File: src/rtl/bb_psum_drain_pkg.sv
// bb_psum_drain_pkg: shared sizing constants and FSM encoding for the partial-sum drain
package bb_psum_drain_pkg;
   localparam int DEF_N_PSUM     = 16;
   localparam int DEF_BITS_PSUM  = 20;
   localparam int DEF_BITS_OUT   = 8;
   localparam int DEF_BITS_SHIFT = 5;
   localparam logic [0:0] ST_IDLE  = 1'b0;
   localparam logic [0:0] ST_DRAIN = 1'b1;
endpackage

File: src/rtl/bb_requant.sv
// bb_requant: rounding arithmetic right shift, optional ReLU and signed saturation
module bb_requant
   import bb_psum_drain_pkg::*;
#(
   parameter int BITS_PSUM  = DEF_BITS_PSUM,
   parameter int BITS_OUT   = DEF_BITS_OUT,
   parameter int BITS_SHIFT = DEF_BITS_SHIFT
) (
   input  logic [BITS_PSUM-1:0]  x,
   input  logic [BITS_SHIFT-1:0] shift,
   input  logic                  relu,
   output logic [BITS_OUT-1:0]   y
);
   localparam logic [BITS_SHIFT-1:0] S_MAX = BITS_SHIFT'(BITS_PSUM - 1);
   logic [BITS_SHIFT-1:0] s;
   logic signed [BITS_PSUM:0] xe, rnd, sum, sh, r;
   logic hi, lo;
   // one extra bit of headroom so the rounding add can never wrap
   always_comb begin
      s   = (shift > S_MAX) ? S_MAX : shift;
      xe  = {x[BITS_PSUM-1], x};
      rnd = (s == '0) ? '0 : (BITS_PSUM+1)'(1) << (s - 1'b1);
      sum = xe + rnd;
      sh  = sum >>> s;
      r   = (relu & sh[BITS_PSUM]) ? '0 : sh;
      hi  = !r[BITS_PSUM] & (|r[BITS_PSUM-1:BITS_OUT-1]);
      lo  = r[BITS_PSUM] & !(&r[BITS_PSUM-1:BITS_OUT-1]);
      y   = hi ? {1'b0, {(BITS_OUT-1){1'b1}}} :
            lo ? {1'b1, {(BITS_OUT-1){1'b0}}} : r[BITS_OUT-1:0];
   end
endmodule

File: src/rtl/bb_psum_drain.sv
// bb_psum_drain: ping-pong capture of core partial sums, requantized and streamed one word per beat
module bb_psum_drain
   import bb_psum_drain_pkg::*;
#(
   parameter int N_PSUM     = DEF_N_PSUM,
   parameter int BITS_PSUM  = DEF_BITS_PSUM,
   parameter int BITS_OUT   = DEF_BITS_OUT,
   parameter int BITS_SHIFT = DEF_BITS_SHIFT
) (
   input  logic                        CLK,
   input  logic                        RST,
   input  logic                        i_Done,
   input  logic [N_PSUM*BITS_PSUM-1:0] i_Psum,
   input  logic [BITS_SHIFT-1:0]       i_Shift,
   input  logic                        i_Relu,
   output logic                        o_Valid,
   input  logic                        i_Ready,
   output logic [BITS_OUT-1:0]         o_Data,
   output logic [3:0]                  o_Index,
   output logic                        o_Last,
   output logic                        o_Full,
   output logic                        o_Overrun
);
   logic [BITS_PSUM-1:0]  bank [2][N_PSUM];
   logic [BITS_SHIFT-1:0] shift_q [2];
   logic [1:0] relu_q, full, full_n;
   logic wp, rp, wp_n, rp_n, valid, beat, last_beat, cap_ok, overrun;
   logic [0:0] state, state_n;
   logic [3:0] idx, idx_n;
   logic [BITS_OUT-1:0] q;
   // a final beat frees its bank before a same-edge capture looks for room
   always_comb begin
      valid     = state == ST_DRAIN;
      beat      = valid & i_Ready;
      last_beat = beat & (idx == 4'(N_PSUM - 1));
      cap_ok    = i_Done & (!full[wp] | (last_beat & (rp == wp)));
      full_n    = full;
      if (last_beat) full_n[rp] = 1'b0;
      if (cap_ok) full_n[wp] = 1'b1;
      rp_n      = rp ^ last_beat;
      wp_n      = wp ^ cap_ok;
      state_n   = full_n[rp_n] ? ST_DRAIN : ST_IDLE;
      idx_n     = (last_beat | !valid) ? '0 : idx + {3'b0, beat};
   end
   always_ff @(posedge CLK) begin
      if (!RST) begin
         full    <= '0;
         wp      <= 1'b0;
         rp      <= 1'b0;
         state   <= ST_IDLE;
         idx     <= '0;
         overrun <= 1'b0;
      end else begin
         full    <= full_n;
         wp      <= wp_n;
         rp      <= rp_n;
         state   <= state_n;
         idx     <= idx_n;
         overrun <= overrun | (i_Done & !cap_ok);
      end
   end
   always_ff @(posedge CLK) begin
      if (cap_ok) begin
         for (int k = 0; k < N_PSUM; k++) bank[wp][k] <= i_Psum[BITS_PSUM*k +: BITS_PSUM];
         shift_q[wp] <= i_Shift;
         relu_q[wp]  <= i_Relu;
      end
   end
   bb_requant #(.BITS_PSUM(BITS_PSUM), .BITS_OUT(BITS_OUT), .BITS_SHIFT(BITS_SHIFT)) u_requant (
      .x(bank[rp][idx]),
      .shift(shift_q[rp]),
      .relu(relu_q[rp]),
      .y(q)
   );
   assign o_Valid   = valid;
   assign o_Data    = valid ? q : '0;
   assign o_Index   = idx;
   assign o_Last    = valid & (idx == 4'(N_PSUM - 1));
   assign o_Full    = &full;
   assign o_Overrun = overrun;
endmodule

File: config.mk
export PLATFORM = sky130hd
export DESIGN_NAME = bb_psum_drain
export DESIGN_NICKNAME = d
export VERILOG_FILES = /design/src/rtl/bb_psum_drain_pkg.sv /design/src/rtl/bb_requant.sv /design/src/rtl/bb_psum_drain.sv
export SDC_FILE = /design/constraint.sdc
export NUM_CORES = 1
export LEC_CHECK = 0
export ABC_AREA = 1
export CAP_MARGIN = 25
export CORE_MARGIN = 5
export CORE_UTILIZATION = 40
export DETAILED_ROUTE_END_ITERATION = 8
export HOLD_SLACK_MARGIN = 0.1
export PLACE_DENSITY_LB_ADDON = 0.25
export SLEW_MARGIN = 0
export SYNTH_ARGS = -nofsm -noshare
export SYNTH_HDL_FRONTEND = slang
export SYNTH_SLANG_ARGS = --single-unit
File: constraint.sdc
create_clock -name CLK -period 12.3 [get_ports CLK]
set_clock_uncertainty 0.15 [all_clocks]
set_input_delay 1.23 -clock CLK [delete_from_list [all_inputs] [get_ports CLK]]
set_output_delay 1.23 -clock CLK [all_outputs]
set_load 0.01 [all_outputs]
Yosys cells after proc, flatten, opt, wreduce, memory -nomap -nowiden:

Memories as Yosys holds them, arrays and structs flattened. A register that Yosys moved wholly into a read port is not among the register bits.
Cells that the tools add are included.

* add/subtract/negate cells: 3
* order comparisons: 7
* eq/ne operators: 2
* shift-type cells: 2
* multiplexer cells: 27
* bitwise gates (word level): 19
* reductions and logical operators: 12

Operator list (number)
* $bmux 20 s4: 1
* $mux 21: 2
* $mux 20: 2
* $mux 8: 3
* $add 20x21->21: 1
* $shl 1x5->21 const A: 1
* $sshr 21x5->21: 1
* $mux 1: 13
* $reduce_and 13->1: 1
* $reduce_or 13->1: 1
* $and 1x1->1: 9
* $lt 1x2->1 const B: 3
* $ge 5x5->1 const B: 1
* $gt 5x5->1 const B: 1
* $logic_not 1->1: 5
* $logic_not 5->1: 1
* $mux 5: 1
* $not 4->5: 1
* $sub 5x1->5 const B: 1
* $add 4x1->4: 1
* $eq 4x4->1 const B: 1
* $mux 2: 2
* $or 1x1->1: 3
* $and 2x2->2: 1
* other kinds (11): 15

* flip-flop bits (word level): 12
* RAM bits: 650
* input bits: 330
* output and inout bits: 16
* word-level logic and storage cells: 81
* memories kept: 2

Memory list
* bank: words 2, width 320, rd ports 1, clocked after Yosys merged registers in 1, wr ports 1, line bb_psum_drain.sv:24 `logic [BITS_PSUM-1:0] bank [2][N_PSUM];`
* shift_q: words 2, width 5, rd ports 1, clocked after Yosys merged registers in 1, wr ports 1, line bb_psum_drain.sv:25 `logic [BITS_SHIFT-1:0] shift_q [2];`

Longest topological paths before layout:

Gate-level depths: netlist of run 1.

* depth after elaboration: 15
* mapped depth: 42
* depth with buffers taken out: 41

Hierarchy:

From an unflattened synthesis of run 1, not the netlist that was laid out.

* cells, all modules: 2717
* area total of the unflattened synthesis: 29514.6 um^2

By module, submodules not included
* bb_psum_drain: instances 1, cells an instance 2131, area each 26631.8 um^2, seq. area each 19799.0 um^2
* bb_requant: instances 1, cells an instance 586, area each 2882.8 um^2, seq. area each 0.0 um^2

Least setup slack after synthesis of run 1:

Ideal clock, no wire load.

* kind: input to register
* start point: input port i_Ready
* end point: memory bank[1][0] in the netlist's numbering, enable pin
* setup time: 732 ps
* arrival time: 9331 ps
* required time: 11418 ps
* path slack: 2088 ps
* stages on the path: 7
* buffers on the path: 0
* path through: nand2_1 -> o21ai_0 -> inv_1 -> nand2_1 -> o21ai_0 -> nor2_1 -> ha_1

* word-level cells in the longest chain between the ends: 7

RTL lines
* start, declared: line bb_psum_drain.sv:17 `input logic i_Ready,`
* $and 1x1->1: line bb_psum_drain.sv:34 `beat = valid & i_Ready;`
* $and 1x1->1: line bb_psum_drain.sv:35 `last_beat = beat & (idx == 4'(N_PSUM - 1));`
* $and 1x1->1: line bb_psum_drain.sv:36 `cap_ok = i_Done & (!full[wp] | (last_beat & (rp == wp)));`
* $or 1x1->1: line bb_psum_drain.sv:36
* $and 1x1->1: line bb_psum_drain.sv:36
* $mux 1: line bb_psum_drain.sv:63 `if (cap_ok) begin`
* $mux 1 (implied by the code): line bb_psum_drain.sv:64 `for (int k = 0; k < N_PSUM; k++) bank[wp][k] <= i_Psum[BITS_PSUM*k +: BITS_PSUM];`
* end, declared: line bb_psum_drain.sv:24

Every way passes these cells.

==> summary.md, run 1 <==
| Metric | Value |
|---|---|
| Crit path top cell by count | `nand2_1` |
| Cells after Synth | `2534` |
| # hold bufs at CTS | `0` |
| CP top delay family | `buffers and inverters` |
| CTS tree | `yes` |
| Buf/Inv on CP | `8` |
| # port buffers | `345` |
| Max stage delay on crit path | `0.81 ns` |
| Post-cts resize count | `0` |
| Layout cell share with drive strength beyond 1 | `5.45%` |
| Pre-antenna DRT Iters | `5` |
| Initial cell density of the core | `40.2%` |
| Top_reg_cell synth | `edfxtp_1` |
| Avg Cell Area, Syn | `11.3 um^2` |
| Mapped cell area | `28700 um^2` |
| DRT iter0 DRCs | `1850` |
| Total global-route track usage | `22.0%` |
| Simple-gate share of the synthesized area | `13.9%` |
| Total negative slack | `0 ns` |
| Crit-path max FO | `95` |
| Post-Synth XOR/XNOR Area | `0.275%` |
| Leak | `12.6 nW` |
| EDFF count, synth | `652` |
| Met1 usage | `30.8%` |
| Global-route wire length before repair | `129000 um` |
| Number of distinct library cells after synthesis | `50` |
| End point of the critical path | `o_Data[1]` |
| Hold violation total from the final report | `0` |
| CTS Buf Count | `71` |
| Worst Reg-to-Reg Cells | `11` |
| Post-Synth Adder-Cell Area | `1.12%` |
| Final HPWL DP | `59400 um` |
| Clock tree buffer depth | `3` |
| Cell row count | `98` |
| Grt ovf | `0` |
| M3 GR Usage | `3.57%` |
| Syn nets | `2889` |
| Die ar. | `77100 um^2` |
| Slowest CP cell | `buf_4` |
| VDD IR max | `0.0000972 V` |
| Crit end category | `primary output` |
| ANT nets after route | `0` |
| Area of the core | `71200 um^2` |
| Worst slew pin tran | `1.33 ns` |
| Root Buffer | `clkbuf_16` |
| Clk_lat worst skew | `0.60 ns` |
| Max frequency | `113 MHz` |
| Unrepaired setup endpoints after global routing | `false` |
| Final Setup Violations | `0` |
| Met2 usage | `35.8%` |
| Worst EP required | `10.92 ns` |
| Worst path depth | `32` |
| Gr busiest metal | `met2` |
| Reg2reg end | `bank[0][69]` |
| R2r setup slk | `6.08 ns` |
| Period utilisation layout | `71.7%` |
| Area grow syn2layout | `23.1%` |
| DR WL/cell | `22.8 um` |
| Post-CTS setup repair buffer count | `0` |
| Die height | `278 um` |
| Pin count of the biggest net entering global routing | `196` |
| Logic pwr share | `11.2%` |
| Sw Share | `23.8%` |
| Post-route DRC | `0` |
| Clock Sinks | `663` |
| Slew Viols, Final | `0` |
| Ys async rst share | `0%` |
| Max Cap Viol | `0` |
| Total wire length | `87600 um` |
| Initial antenna violation count | `15` |
| Most common cell after layout, fill and taps aside | `edfxtp_1` |
| H-tree depth | `3` |
| Status | `finished clean` |
| GPL Wtd Cong | `0.852` |
| Clock-pin slew on the worst setup and hold paths | `0.05 ns` |
| Routed vias/inst | `5.38` |
| Yosys reg bits | `663` |
| Reg power frac | `50.5%` |
| I/O Pins | `346` |
| Synth warn | `0` |
| Switching pwr | `1.29 mW` |
| Power Density | `153 nW/um^2` |
| Post-layout min period | `8.82 ns` |
| Int Power | `4.12 mW` |
| Multiplexer area fraction after synthesis | `0.0742%` |
| Commonest non-fill, non-tap cells in the layout | `edfxtp_1 (652), nand2_1 (411), nor2_1 (350)` |
| Via count | `20700` |
| Setup crit start kind | `register` |
| Sequential-to-total area share from yosys stat | `69.1%` |
| Critical setup path kind | `register to primary output` |
| Max-slew headroom | `11.1%` |
| Via count of the first global-routing pass | `20500` |
| Synth Area in Compound Gates | `11.3%` |
| Clk pwr share | `38.2%` |
| Worst r2r src | `o_Index[3]` |
| Hold Path Class | `register to register` |
| Critical Path AT | `7.44 ns` |
| Net count, final | `3187` |
| Chip width | `278 um` |
| Largest family of logic cells by synthesized area | `simple AND/OR/NAND/NOR gates` |
| Worst Hold Slack | `0.307 ns` |
-- stage by stage --
stage | total power, mW | cells | setup WS [ns] | util (%) | cell area, um^2
floorplan | 3.14 | 2534 | 2.09 | - | 28700
global placement | 3.37 | 3708 | 4.22 | 46.3 | 33000
detailed placement | 3.38 | 3708 | 4.14 | 46.3 | 33000
CTS | 5.45 | 3832 | 3.48 | 49.4 | 35200
global route | 5.62 | 3844 | 2.79 | 49.5 | 35300
finish | 5.41 | 3845 | 3.48 | 49.5 | 35300
-- worst min-delay path by stage --
stage,startpoint,to,cells after the start
after floorplan,wp,full[1],2
after global placement,o_Overrun,o_Overrun,2
after detailed placement,o_Overrun,o_Overrun,2
after CTS,o_Overrun,o_Overrun,2
after global routing,o_Overrun,o_Overrun,2
final,o_Overrun,o_Overrun,2
-- power groups by stage --
stage	sequential [mW]	clock (mW)	combinational, mW
global placement	2.77	0	0.601
finish	2.73	2.07	0.607
global route	2.74	2.21	0.664
CTS	2.73	2.11	0.607
floorplan	2.84	0	0.309
detailed placement	2.78	0	0.605
-- worst register-to-register path: stages (launching register included) --
cell      delay (ns)
dfxtp_2         0.98
clkinv_1        0.92
nor3_1          0.49
nand2_1         0.17
o21ai_0         0.24
inv_1           0.06
nand2_1         0.05
o21ai_0         0.11
nor2_1          0.29
ha_4            0.59
buf_4           0.81
buf_12          0.76
-- cells by family after synthesis --
| kind of cell | count (synthesis) |
|---|---|
| fa+ha+maj | 25 |
| mux | 2 |
| buf+inv | 308 |
| flops | 663 |
| other cells | 1 |
| compound gates | 552 |
| xor+xnor | 9 |
| simple gates | 974 |
-- state kept, by name (all words and copies together) (netlist names), named ones only --
signal / cells
bank: 640
shift_q: 10
wp: 1
rp: 1
relu_q: 2
o_Valid: 1
full: 2
o_Index: 4
o_Overrun: 1
-- final cells by class --
class / instances / area, um^2
flip-flops and latches: 663 / 19800
diodes: 12 / 30.0
well taps: 950 / 1190
clock buffers: 86 / 1880
inverters: 164 / 626
clock inverters: 38 / 367
fillers: 6277 / 36000
repair buffers: 369 / 3690
multi-input cells: 1563 / 7680
-- layer usage --
| metal | part of all wire (%) | up-vias |
|---|---|---|
| li1 | - | 9712 |
| met1 | 43 | 10100 |
| met2 | 48 | 724 |
| met3 | 6.7 | 95 |
| met4 | 2.0 | 4 |
| met5 | 0.031 | - |
-- synthesized netlist by cell type (all sizes together), types with 2 or more instances --
library cell  count  area [um^2]
clkbuf          109          409
clkinv            2         7.51
a221oi            2         17.5
edfxtp          652        19600
nand2           416         1580
buf              35          189
a21oi            41          216
xnor2             2         17.5
o22ai            90          563
a22oi             3         22.5
o221ai           57          499
o21ai           327         1650
xor2              7         61.3
nor2            355         1350
nand4            28          175
o21bai            3         33.8
nand3           157          786
nand3b            2         15.0
dfxtp            11          220
ha               24          300
o211ai           23          173
inv             162          608
nor3             10         50.1
or2               4         27.5
No activity file was read; power rests on OpenSTA's default activity.
==> run 2, diff against run 1 <==
Clock period 12.3 ns to 9.2 ns, I/O delays scaled along.
==> summary.md, run 2 (same netlist as run 1, synthesis figures left out) <==
| Metric | Value |
|---|---|
| DR WL/cell | `22.8 um (about the same)` |
| Die ar. | `77100 um^2 (unchanged)` |
| Met1 usage | `31.0% (+0.20 points)` |
| Clock tree buffer depth | `3 (unchanged)` |
| Reg with most FFs | `bank` |
| Post-route DRC | `0 (unchanged)` |
| Status | `finished clean` |
| Pre-antenna DRT Iters | `5 (unchanged)` |
| Chip width | `278 um (unchanged)` |
| H-tree depth | `3 (unchanged)` |
| Post-CTS setup repair buffer count | `0 (unchanged)` |
| Hold Path Class | `register to register` |
| Initial antenna violation count | `15 (unchanged)` |
| Multi-input logic area | `7670 um^2 (about the same)` |
| Worst Hold Slack | `0.306 ns (-0.000680 ns)` |
| Area of the core | `71200 um^2 (unchanged)` |
| Fillcell total | `6196 (-1.3%)` |
| Worst EP required | `8.13 ns (-2.79 ns)` |
| CTS Buf Count | `71 (unchanged)` |
| Sequential Area | `19800 um^2 (unchanged)` |
| Met2 usage | `35.7% (-0.17 points)` |
| Leak | `12.7 nW (about the same)` |
| Slew Viols, Final | `0 (unchanged)` |
| Global-route wire length before repair | `129000 um (+0.35%)` |
| Routed vias/inst | `5.38 (+0.17%)` |
| Net count, final | `3188 (+0.031%)` |
| Grt ovf | `0 (unchanged)` |
| Total global-route track usage | `22.1% (+0.089 points)` |
| Final Cell Area | `35300 um^2 (+0.13%)` |
| Clock Sinks | `663 (unchanged)` |
| Clock-pin slew on the worst setup and hold paths | `0.06 ns (about the same)` |
| Unrepaired setup endpoints after global routing | `false` |
| Total power | `7.20 mW (+33%)` |
| CP top delay family | `simple AND/OR/NAND/NOR gates` |
| Max stage delay on crit path | `0.62 ns (-0.19 ns)` |
| Worst slew pin tran | `1.10 ns (-0.235 ns)` |
| Root Buffer | `clkbuf_16` |
| Clk_lat worst skew | `0.61 ns (about the same)` |
| # port buffers | `345 (unchanged)` |
| Cell area after placement | `33000 um^2 (+0.25%)` |
| Post-layout min period | `8.16 ns` |
| Total wire length | `87600 um (about the same)` |
| Setup crit start kind | `register` |
| Most common cell after layout, fill and taps aside | `edfxtp_1` |
| DRT iter0 DRCs | `1956 (+5.7%)` |
| Commonest non-fill, non-tap cells in the layout | `edfxtp_1 (652), nand2_1 (411), nor2_1 (351)` |
| GPL Wtd Cong | `0.889 (+4.4%)` |
| M3 GR Usage | `3.73% (+0.16 points)` |
| Area grow syn2layout | `23.2%` |
| Initial cell density of the core | `40.2% (unchanged)` |
| Cell row count | `98 (unchanged)` |
| Power Density | `204 nW/um^2 (+33%)` |
| Via count of the first global-routing pass | `20500 (+0.23%)` |
| Pin count of the biggest net entering global routing | `183 (-6.6%)` |
| Buf/Inv on CP | `9 (+1)` |
| I/O Pins | `346 (unchanged)` |
| Max FFs per register | `640 (unchanged)` |
| Crit-path max FO | `141 (+48%)` |
| Post-cts resize count | `0 (unchanged)` |
| Period utilisation layout | `88.7%` |
| Via count | `20700 (+0.28%)` |
| Max-slew headroom | `26.8% (+16 points)` |
| VDD IR max | `0.000165 V (+70%)` |
| Final Setup Violations | `0 (unchanged)` |
| Slowest CP cell | `inv_8` |
| Gr busiest metal | `met2` |
| Layout cell share with drive strength beyond 1 | `5.37% (-0.077 points)` |
| ANT nets after route | `0 (unchanged)` |
| # hold bufs at CTS | `0 (unchanged)` |
| Hold violation total from the final report | `0 (unchanged)` |
| Critical Path AT | `7.09 ns (-0.35 ns)` |
| Crit path top cell by count | `nand3_1` |
| Crit end category | `primary output` |
| Critical setup path kind | `register to primary output` |
| CTS tree | `yes` |
| Die height | `278 um (unchanged)` |
| Max frequency | `122 MHz` |
| Final HPWL DP | `59400 um (about the same)` |
| Max Cap Viol | `0 (unchanged)` |
run 2: changes by cell type in the layout (fill, tap and decap cells not counted), sizes merged:
cell and delta:
inv +3, clkbuf +6, clkinv -4, bufinv -2
buf +1
run 2: area by class of cell:
| type | instances | area share (%) |
|---|---|---|
| flip-flops and latches | 663 | 56.1 |
| clock inverters | 35 | 0.967 |
| well taps | 950 | 3.37 |
| inverters | 164 | 1.77 |
| multi-input cells | 1563 | 21.7 |
| repair buffers | 370 | 10.7 |
| diodes | 12 | 0.0850 |
| clock buffers | 92 | 5.28 |
run 2: routing by layer:
metal / up-vias / share of wire (%)
li1: 9723 / -
met1: 10200 / 44
met2: 674 / 48
met4: 4 / 2.4
met3: 119 / 6.1
met5: - / 0.030
run 2: path summary, 6_finish.rpt:
| check | startpoint | end | slack [ns] | cells past startpoint |
|---|---|---|---|---|
| min reg2reg | o_Overrun | o_Overrun | 0.31 | 2 |
| max | register | o_Data[4] | 1.04 | 37 |
| max reg2reg | o_Index[1] | bank[0][43] | 3.49 | 15 |
| min | o_Overrun | o_Overrun | 0.31 | 2 |
run 2: worst min-delay path: stages, from the launching register on:
cell and delay, ns:
dfxtp_1 0.31, inv_1 0.05, a21oi_1 0.05
run 2: through the flow:
step           util (%)  TNS (ns)  cells  setup slack (ns)
2_1_floorplan         -   -647.05   2534            -0.992
3_3_place_gp       46.3         0   3707              1.85
3_5_place_dp       46.4         0   3709              1.73
4_1_cts            49.5         0   3836              1.06
5_1_grt            49.6         0   3849             0.360
6_report           49.6         0   3849              1.04
run 2: power by group:
group          total [mW]  switching (mW)  internal, mW  leakage, nW
sequential           3.65          0.0492          3.60         6.15
clock                2.73            1.17          1.56         1.07
combinational       0.815           0.524         0.291         5.44
total                7.20            1.75          5.45         12.7
==> run 3, diff against run 2 <==
Settings changed: SETUP_SLACK_MARGIN set to 0.15.
==> results of run 3 <==
Same layout as run 2: the final DEF is identical, and so are final timing and power.
